--- config.mk ---
export PLATFORM = sky130hd
export DESIGN_NAME = mlp_sequencer_flat
export DESIGN_NICKNAME = d
export VERILOG_FILES = /design/src/rtl/mlp_sequencer_if.sv /design/src/rtl/mlp_sequencer.sv /design/src/flat_wrapper.sv
export SDC_FILE = /design/constraint.sdc
export NUM_CORES = 1
export LEC_CHECK = 0
export CAP_MARGIN = 20
export CORE_MARGIN = 2
export CORE_UTILIZATION = 54
export DETAILED_ROUTE_END_ITERATION = 12
export PLACE_DENSITY = 0.82
export SKIP_CTS_REPAIR_TIMING = 1
export SYNTH_ARGS = -nofsm -noshare
export SYNTH_HDL_FRONTEND = slang
export SYNTH_SLANG_ARGS = --single-unit
--- constraint.sdc ---
create_clock -name clk -period 4.3 [get_ports clk]
set_input_delay 1.29 -clock clk [delete_from_list [all_inputs] [get_ports clk]]
set_output_delay 1.29 -clock clk [all_outputs]
set_load 0.05 [all_outputs]
--- src/rtl/mlp_sequencer_if.sv ---
// -----------------------------------------------------------------------------
// mlp_sequencer_if
//
// Purpose:
//   Bundles every non-clock signal of mlp_sequencer:
//     - the host side (configuration writes, start/busy request, valid/ready result)
//     - the shared neuron adder side (operands out, sum back in)
//   The sequencer connects through the slave modport. The host, which in a
//   testbench also models the neuron adder, connects through the master modport.
//
// Signals:
//   cfg_we, cfg_addr, cfg_data   weight/bias register write port
//   start, x0, x1                evaluation request and network inputs
//   busy                         sequencer is not idle
//   nrn_a, nrn_b, nrn_bias       operands presented to the neuron adder
//   nrn_sum                      combinational result from the neuron adder
//   out_valid, out, out_ready    result handshake
//
// Handshakes:
//   start/busy : a request is taken only when busy=0 and start=1 at a rising
//                edge. While busy=1, start is ignored and nothing is queued.
//   valid/ready: out_valid rises together with out. Both stay stable until
//                out_valid=1 and out_ready=1 meet at a rising edge. That edge
//                completes the transfer and drops out_valid. out keeps its value.
// -----------------------------------------------------------------------------
interface mlp_sequencer_if #(
    parameter int DW = 4,
    parameter int IW = 2
);
    logic          cfg_we;
    logic [3:0]    cfg_addr;
    logic [DW-1:0] cfg_data;
    logic          start;
    logic [IW-1:0] x0;
    logic [IW-1:0] x1;
    logic          busy;
    logic [DW-1:0] nrn_a;
    logic [DW-1:0] nrn_b;
    logic [DW-1:0] nrn_bias;
    logic [DW-1:0] nrn_sum;
    logic          out_valid;
    logic [IW-1:0] out;
    logic          out_ready;

    modport slave (
        input  cfg_we, cfg_addr, cfg_data, start, x0, x1, nrn_sum, out_ready,
        output busy, nrn_a, nrn_b, nrn_bias, out_valid, out
    );

    modport master (
        output cfg_we, cfg_addr, cfg_data, start, x0, x1, nrn_sum, out_ready,
        input  busy, nrn_a, nrn_b, nrn_bias, out_valid, out
    );
endinterface

--- src/rtl/mlp_sequencer.sv ---
// -----------------------------------------------------------------------------
// mlp_sequencer
//
// Purpose:
//   Evaluates a 2-input, 2-hidden, 1-output MLP on one shared neuron adder
//   (sum = a + b + bias, mod 2^DW). The adder is used once per cycle:
//     HID0  produces hidden neuron 0
//     HID1  produces hidden neuron 1
//     OUTN  produces the output neuron
//   Every neuron result goes through ReLU. This block also holds the
//   weight/bias register file.
//
// Ports:
//   clk      rising-edge clock
//   rst_n    synchronous active-low reset. It aborts any evaluation in progress.
//   bus      mlp_sequencer_if.slave: configuration, start/busy, neuron operands
//            and sum, and the out valid/ready handshake
//   state_o  current FSM state, for debug and checker binding
//
// Configuration map (cfg_addr):
//   0:w00  1:w01  2:w10  3:w11  4:u0  5:u1  6:b0  7:b1  8:bo
//   A write lands only in IDLE. Addresses above 8 are dropped.
// -----------------------------------------------------------------------------
module mlp_sequencer #(
    parameter int DW    = 4,
    parameter int IW    = 2,
    parameter int N_HID = 2
) (
    input  logic           clk,
    input  logic           rst_n,
    mlp_sequencer_if.slave bus,
    output logic [2:0]     state_o
);

    // Register file:
    //   2*N_HID input weights + N_HID output weights + N_HID hidden biases
    //   + 1 output bias
    localparam int NUM_REGS = 4 * N_HID + 1;

    localparam int A_W00 = 0;
    localparam int A_W01 = 1;
    localparam int A_W10 = 2;
    localparam int A_W11 = 3;
    localparam int A_U0  = 4;
    localparam int A_U1  = 5;
    localparam int A_B0  = 6;
    localparam int A_B1  = 7;
    localparam int A_BO  = 8;

    typedef enum logic [2:0] {
        S_IDLE = 3'd0,
        S_HID0 = 3'd1,
        S_HID1 = 3'd2,
        S_OUTN = 3'd3,
        S_HOLD = 3'd4
    } state_e;

    state_e        state_q, state_d;
    logic [DW-1:0] w_q [NUM_REGS];
    logic [IW-1:0] x0_q, x1_q;
    logic [DW-1:0] h0_q, h1_q;
    logic [IW-1:0] out_q;
    logic          out_valid_q;

    // Operand selection for the two products and the bias
    logic [DW-1:0] mul_a_l, mul_a_r;
    logic [DW-1:0] mul_b_l, mul_b_r;
    logic [DW-1:0] bias_sel;
    logic [DW-1:0] prod_a, prod_b;
    logic [DW-1:0] relu_sum;
    logic [DW-1:0] x0_ext, x1_ext;

    // Inputs are unsigned, so zero-extension keeps them non-negative in the
    // two's complement product.
    assign x0_ext = {{(DW-IW){1'b0}}, x0_q};
    assign x1_ext = {{(DW-IW){1'b0}}, x1_q};

    // The low DW bits of a product are the same for signed and unsigned
    // operands. A DW-wide unsigned multiply therefore gives the truncated
    // signed product directly.
    assign prod_a = mul_a_l * mul_a_r;
    assign prod_b = mul_b_l * mul_b_r;

    assign relu_sum = bus.nrn_sum[DW-1] ? '0 : bus.nrn_sum;

    // ---------------------------------------------------------------------
    // Next-state and operand selection
    // ---------------------------------------------------------------------
    always_comb begin
        state_d  = state_q;
        mul_a_l  = '0;
        mul_a_r  = '0;
        mul_b_l  = '0;
        mul_b_r  = '0;
        bias_sel = '0;

        case (state_q)
            S_IDLE: begin
                if (bus.start) begin
                    state_d = S_HID0;
                end
            end
            S_HID0: begin
                mul_a_l  = x0_ext;
                mul_a_r  = w_q[A_W00];
                mul_b_l  = x1_ext;
                mul_b_r  = w_q[A_W01];
                bias_sel = w_q[A_B0];
                state_d  = S_HID1;
            end
            S_HID1: begin
                mul_a_l  = x0_ext;
                mul_a_r  = w_q[A_W10];
                mul_b_l  = x1_ext;
                mul_b_r  = w_q[A_W11];
                bias_sel = w_q[A_B1];
                state_d  = S_OUTN;
            end
            S_OUTN: begin
                mul_a_l  = h0_q;
                mul_a_r  = w_q[A_U0];
                mul_b_l  = h1_q;
                mul_b_r  = w_q[A_U1];
                bias_sel = w_q[A_BO];
                state_d  = S_HOLD;
            end
            S_HOLD: begin
                // Only the result handshake leaves HOLD. A start seen here
                // is not remembered.
                if (bus.out_ready) begin
                    state_d = S_IDLE;
                end
            end
            default: begin
                state_d = S_IDLE;
            end
        endcase
    end

    // ---------------------------------------------------------------------
    // State, register file and datapath registers
    // ---------------------------------------------------------------------
    always_ff @(posedge clk) begin
        if (!rst_n) begin
            state_q     <= S_IDLE;
            x0_q        <= '0;
            x1_q        <= '0;
            h0_q        <= '0;
            h1_q        <= '0;
            out_q       <= '0;
            out_valid_q <= 1'b0;
            for (int i = 0; i < NUM_REGS; i++) begin
                w_q[i] <= '0;
            end
        end else begin
            state_q <= state_d;

            case (state_q)
                S_IDLE: begin
                    // A write in the same cycle as an accepted start still
                    // lands. The first read is in HID0, so the new value is used.
                    if (bus.cfg_we) begin
                        for (int i = 0; i < NUM_REGS; i++) begin
                            if (bus.cfg_addr == 4'(i)) begin
                                w_q[i] <= bus.cfg_data;
                            end
                        end
                    end
                    if (bus.start) begin
                        x0_q <= bus.x0;
                        x1_q <= bus.x1;
                    end
                end
                S_HID0: begin
                    h0_q <= relu_sum;
                end
                S_HID1: begin
                    h1_q <= relu_sum;
                end
                S_OUTN: begin
                    out_q       <= relu_sum[IW-1:0];
                    out_valid_q <= 1'b1;
                end
                S_HOLD: begin
                    if (bus.out_ready) begin
                        out_valid_q <= 1'b0;
                    end
                end
                default: begin
                end
            endcase
        end
    end

    // Operands are zero in IDLE and HOLD because the selects default to zero.
    assign bus.nrn_a     = prod_a;
    assign bus.nrn_b     = prod_b;
    assign bus.nrn_bias  = bias_sel;
    assign bus.busy      = (state_q != S_IDLE);
    assign bus.out_valid = out_valid_q;
    assign bus.out       = out_q;
    assign state_o       = state_q;

endmodule

--- src/flat_wrapper.sv ---
// flat-port wrapper written by rule: the top's interface ports become plain ports
module mlp_sequencer_flat 
#(
    parameter int DW    = 4,
    parameter int IW    = 2,
    parameter int N_HID = 2
)
  (clk, rst_n, state_o, bus_cfg_we, bus_cfg_addr, bus_cfg_data, bus_start, bus_x0, bus_x1, bus_nrn_sum, bus_out_ready, bus_busy, bus_nrn_a, bus_nrn_b, bus_nrn_bias, bus_out_valid, bus_out);
  mlp_sequencer_if #(.DW(DW), .IW(IW)) bus_i ();
  input  logic clk;
  input  logic rst_n;
  output logic [2:0] state_o;
  input wire logic [$bits(bus_i.cfg_we)-1:0] bus_cfg_we;
  input wire logic [$bits(bus_i.cfg_addr)-1:0] bus_cfg_addr;
  input wire logic [$bits(bus_i.cfg_data)-1:0] bus_cfg_data;
  input wire logic [$bits(bus_i.start)-1:0] bus_start;
  input wire logic [$bits(bus_i.x0)-1:0] bus_x0;
  input wire logic [$bits(bus_i.x1)-1:0] bus_x1;
  input wire logic [$bits(bus_i.nrn_sum)-1:0] bus_nrn_sum;
  input wire logic [$bits(bus_i.out_ready)-1:0] bus_out_ready;
  output wire logic [$bits(bus_i.busy)-1:0] bus_busy;
  output wire logic [$bits(bus_i.nrn_a)-1:0] bus_nrn_a;
  output wire logic [$bits(bus_i.nrn_b)-1:0] bus_nrn_b;
  output wire logic [$bits(bus_i.nrn_bias)-1:0] bus_nrn_bias;
  output wire logic [$bits(bus_i.out_valid)-1:0] bus_out_valid;
  output wire logic [$bits(bus_i.out)-1:0] bus_out;
  assign bus_i.cfg_we = bus_cfg_we;
  assign bus_i.cfg_addr = bus_cfg_addr;
  assign bus_i.cfg_data = bus_cfg_data;
  assign bus_i.start = bus_start;
  assign bus_i.x0 = bus_x0;
  assign bus_i.x1 = bus_x1;
  assign bus_i.nrn_sum = bus_nrn_sum;
  assign bus_i.out_ready = bus_out_ready;
  assign bus_busy = bus_i.busy;
  assign bus_nrn_a = bus_i.nrn_a;
  assign bus_nrn_b = bus_i.nrn_b;
  assign bus_nrn_bias = bus_i.nrn_bias;
  assign bus_out_valid = bus_i.out_valid;
  assign bus_out = bus_i.out;
  mlp_sequencer #(.DW(DW), .IW(IW), .N_HID(N_HID)) u_core (.clk(clk), .rst_n(rst_n), .bus(bus_i), .state_o(state_o));
endmodule
==> results.txt <==
----------------------------------------------------
[Status]
  Run status ... complete, but fails checks
  Violated checks ... setup timing

[Logic synthesis]
  FF+latch count, synth ... 52
  Avg Cell Area, Syn ... 12.0 um^2
  Total nets after synthesis ... 248
  Synth area leader ... edfxtp_1
  Count of cell types in the netlist ... 40
  Top cells by count, synth ... 36 x edfxtp_1, 21 x nor2b_1, 19 x mux2i_1
  YS warnings ... 0
  Sequential cell area fraction in the yosys report ... 53.3%
  Fraction of registers with async set/reset ... 0%
  Total standard cell area after synthesis ... about 2600 um^2
  Most repeated cell in the gate-level netlist after synthesis ... edfxtp_1
  Post-synth top flop ... edfxtp_1
  Main area contributors after synthesis ... edfxtp_1 41%, dfxtp_1 12%, mux2i_1 7.2%
  Gate Count Post-Synth ... around 220
  Portion of synthesized cell area occupied by the leading cell type ... 41.1%
  EDFF count, synth ... 36

[Clock network]
  Clock sink count ... 52
  TritonCTS clock tree ... done
  Clock root buffer ... clkbuf_8
  TritonCTS buffer count ... 5
  Number of H-tree levels ... 2
  Skew-Pair Late Insertion Delay ... slightly above 0.3 ns
  Clock-pin slew of the registers on the worst-case setup and hold paths ... 0.10 ns
  Maximum clock insertion buffer count ... 2

[STA]
  Worst-case setup margin in the final layout ... -0.118 ns
  RSZ-0062 raised after global routing ... true
  Highest Clock Rate ... 0.226 GHz
  Actual transition at the worst max-transition pin ... between 0.6 and 0.7 ns
  Final slew viol count ... 0
  Final hold violations ... 0
  Fin Clk Skew ... between 0.006 and 0.007 ns
  Slew headroom ... ~54%
  Final cycle utilization of the critical path ... 103%
  Min Clock Period, post-route ... 4.42 ns
  Setup-failing EPs final ... 2

[Floorplanning]
  Number of top-level design ports ... 40
  Die Y-Extent ... 73.8 um
  Count of standard-cell rows ... 25
  Chip Width ... 73.8 um
  Die ar. ... 5450 um^2
  Core area ... 4720 um^2
  Starting Density ... a little under three fifths

[Layout]
  Signed area change from the synthesized netlist to the final layout ... 31.7%
  Net total in the final layout ... between 300 and 400
  Inserted Diodes ... 0
  Fraction of final layout cells sized beyond drive strength 1 ... 25.5%
  Final Non-Filler Cells ... ~340
  Final instance area ... 3470 um^2

[Power and ir drop]
  LEAKAGE ... 1.26 nW
  Switch Pwr ... about 340 uW
  Power density over the cells ... 335 nW/um^2
  Switching Share ... approximately 30%
  Relative contribution of combinational cells to total power ... between 20% and 30%
  Pint ... approximately 820 uW
  Overall power consumption ... 1.16 mW
  Clock power frac ... 25.0%
  IR drop worst, VDD ... 0.274 mV
  Sequential share of power ... 50.3%

[Routing]
  Vias per cell ... 5.58
  DRC violation count after routing ... 0
  DRT Pass-1 Iters ... 4
  Iteration-0 DRC count of the detailed router ... approximately 160
  Routed Wire Length ... 5.71 mm
  Via count ... 1,902
  Wire length per cell after detailed routing ... 16.7 um
  Antenna-violating nets left ... 0

[Placement]
  Cell total after placement ... 319
  Sum of net half-perimeters after detailed placement ... 3.54 mm
  Post-DP Area ... 3140 um^2
  PortBufs ... 39
  Placer Congestion ... 0.801

[Setup path]
  Largest delay share family, worst path ... adder cells
  Worst Setup End Kind ... primary output
  CP Max Fanout ... 5
  Bufs and invs on worst path ... 2
  Required time of the critical path ... roughly 3.0 ns
  Critical Setup Path Class ... reg2out
  Critical Path Source ... u_core.state_o[0]
  Biggest cell delay along the critical path ... 0.38 ns
  Arr. time, crit path ... around 3.1 ns
  Kind of start point of the critical path ... flip-flop
  Reg-to-Reg Start ... u_core.state_o[2]
  Chain of cells forming the critical path ... buf_12 -> mux2_2 -> a22oi_2 -> nor3_2 -> ha_1 -> ha_1 -> ha_2 -> xnor2_2 -> xnor2_1 -> xnor2_1 -> xnor3_2 -> buf_6
  Slowest cell on the critical path ... dfxtp_4

[Worst hold path]
  Hold path startpoint ... u_core.bus.out[0]
  Path class of the lowest-slack min-delay path ... reg2reg

[GRT]
  Global-route wire length before repair ... 7.87 mm
  Maximum number of pins on one net before global-route repair ... 26
  Global-route congestion overflow total ... 0
  Vias in the first global route ... approximately 1,700
  Total routing resource utilization after global routing ... 19.6%
  Initial antenna violation count ... 0

[Flow run]
  # Max-Cap Violations ... 0

----------------------------------------------------
[routing by layer]
layer	vias up	GRT usage (%)	part of all wire, %
met1	911	25.0	41
met4	0	9.09	2.0
li1	902	-	-
met5	-	0	0
met3	9	4.25	5.9
met2	80	31.8	51
[power groups by stage]
stage          logic, mW  registers [mW]  clock network [mW]
2_1_floorplan      0.160           0.591                   0
3_3_place_gp       0.230           0.598                   0
3_5_place_dp       0.233           0.599                   0
4_1_cts            0.235           0.587               0.291
5_1_grt            0.305           0.586               0.311
6_report           0.287           0.583               0.290
[final cells by class]
cell class	count	area (um^2)
Clock buffer	5	68.8
Clock inverter	3	25.0
Fill cell	324	1260
Inverter	2	7.51
Multi-Input combinational cell	151	1240
Sequential cell	52	1410
Tap cell	67	83.8
Timing Repair Buffer	61	634
[worst min-delay path, cell delays in order, from the launching register on]
cell and delay (ns):
dfxtp_1 0.34, mux2i_1 0.06, nor2b_1 0.09
[registers in the layout (all words and copies together), names as in the netlist]
signal	cells
u_core.bus.out_valid	1
u_core.x1_q	2
u_core.bus.out	2
u_core.x0_q	2
u_core.w_q	36
u_core.state_o	3
u_core.h1_q	3
u_core.h0_q	3
[cell families after synthesis]
group | Yosys count | share of synthesized area [%]
AND/OR/NAND/NOR | 69 | 15.4
flip-flops | 52 | 53.3
AO/OA/AOI/OAI | 37 | 9.65
multiplexers | 27 | 10.7
buffers and inverters | 16 | 3.42
XOR/XNOR | 10 | 3.85
adder cells (fa/ha/maj) | 8 | 3.80
[placed cells by master (no fill, tap or decap), types with 3 or more instances in the layout]
master / count
nand2b_1: 4
and2_1: 9
nor2b_1: 20
clkbuf_8: 5
nor2_1: 12
buf_6: 3
ha_1: 6
mux2i_1: 17
xnor2_1: 6
mux2_2: 7
nand2_1: 7
a211oi_2: 5
edfxtp_1: 36
a21oi_1: 9
xnor2_2: 3
dfxtp_1: 13
o21ai_1: 3
buf_4: 17
clkdlybuf4s50_1: 34
a22oi_1: 6
o21ai_0: 4
buf_12: 5
[final timing paths]
check | slack, ns | cells after the start | end
setup / recovery | -0.12 | 12 | bus_nrn_a[3]
hold / removal | 0.52 | 2 | u_core.bus.out[0]
setup reg to reg | 1.83 | 4 | u_core.w_q[0][14]
hold reg to reg | 0.52 | 2 | u_core.bus.out[0]
[metrics by stage]
stage | hold slack, ns | utilization [%] | setup TNS (ns) | setup slack, ns
after detailed placement | 0.502 | 66.4 | 0 | 0.0778
after floorplan | 0.482 | - | -0.173 | -0.0916
after CTS | 0.526 | 68.4 | -0.478 | -0.264
after global placement | 0.496 | 66.4 | 0 | 0.200
after global routing | 0.558 | 73.4 | -0.463 | -0.238
final | 0.521 | 73.4 | -0.201 | -0.118
(Power assumes the default switching activity.)
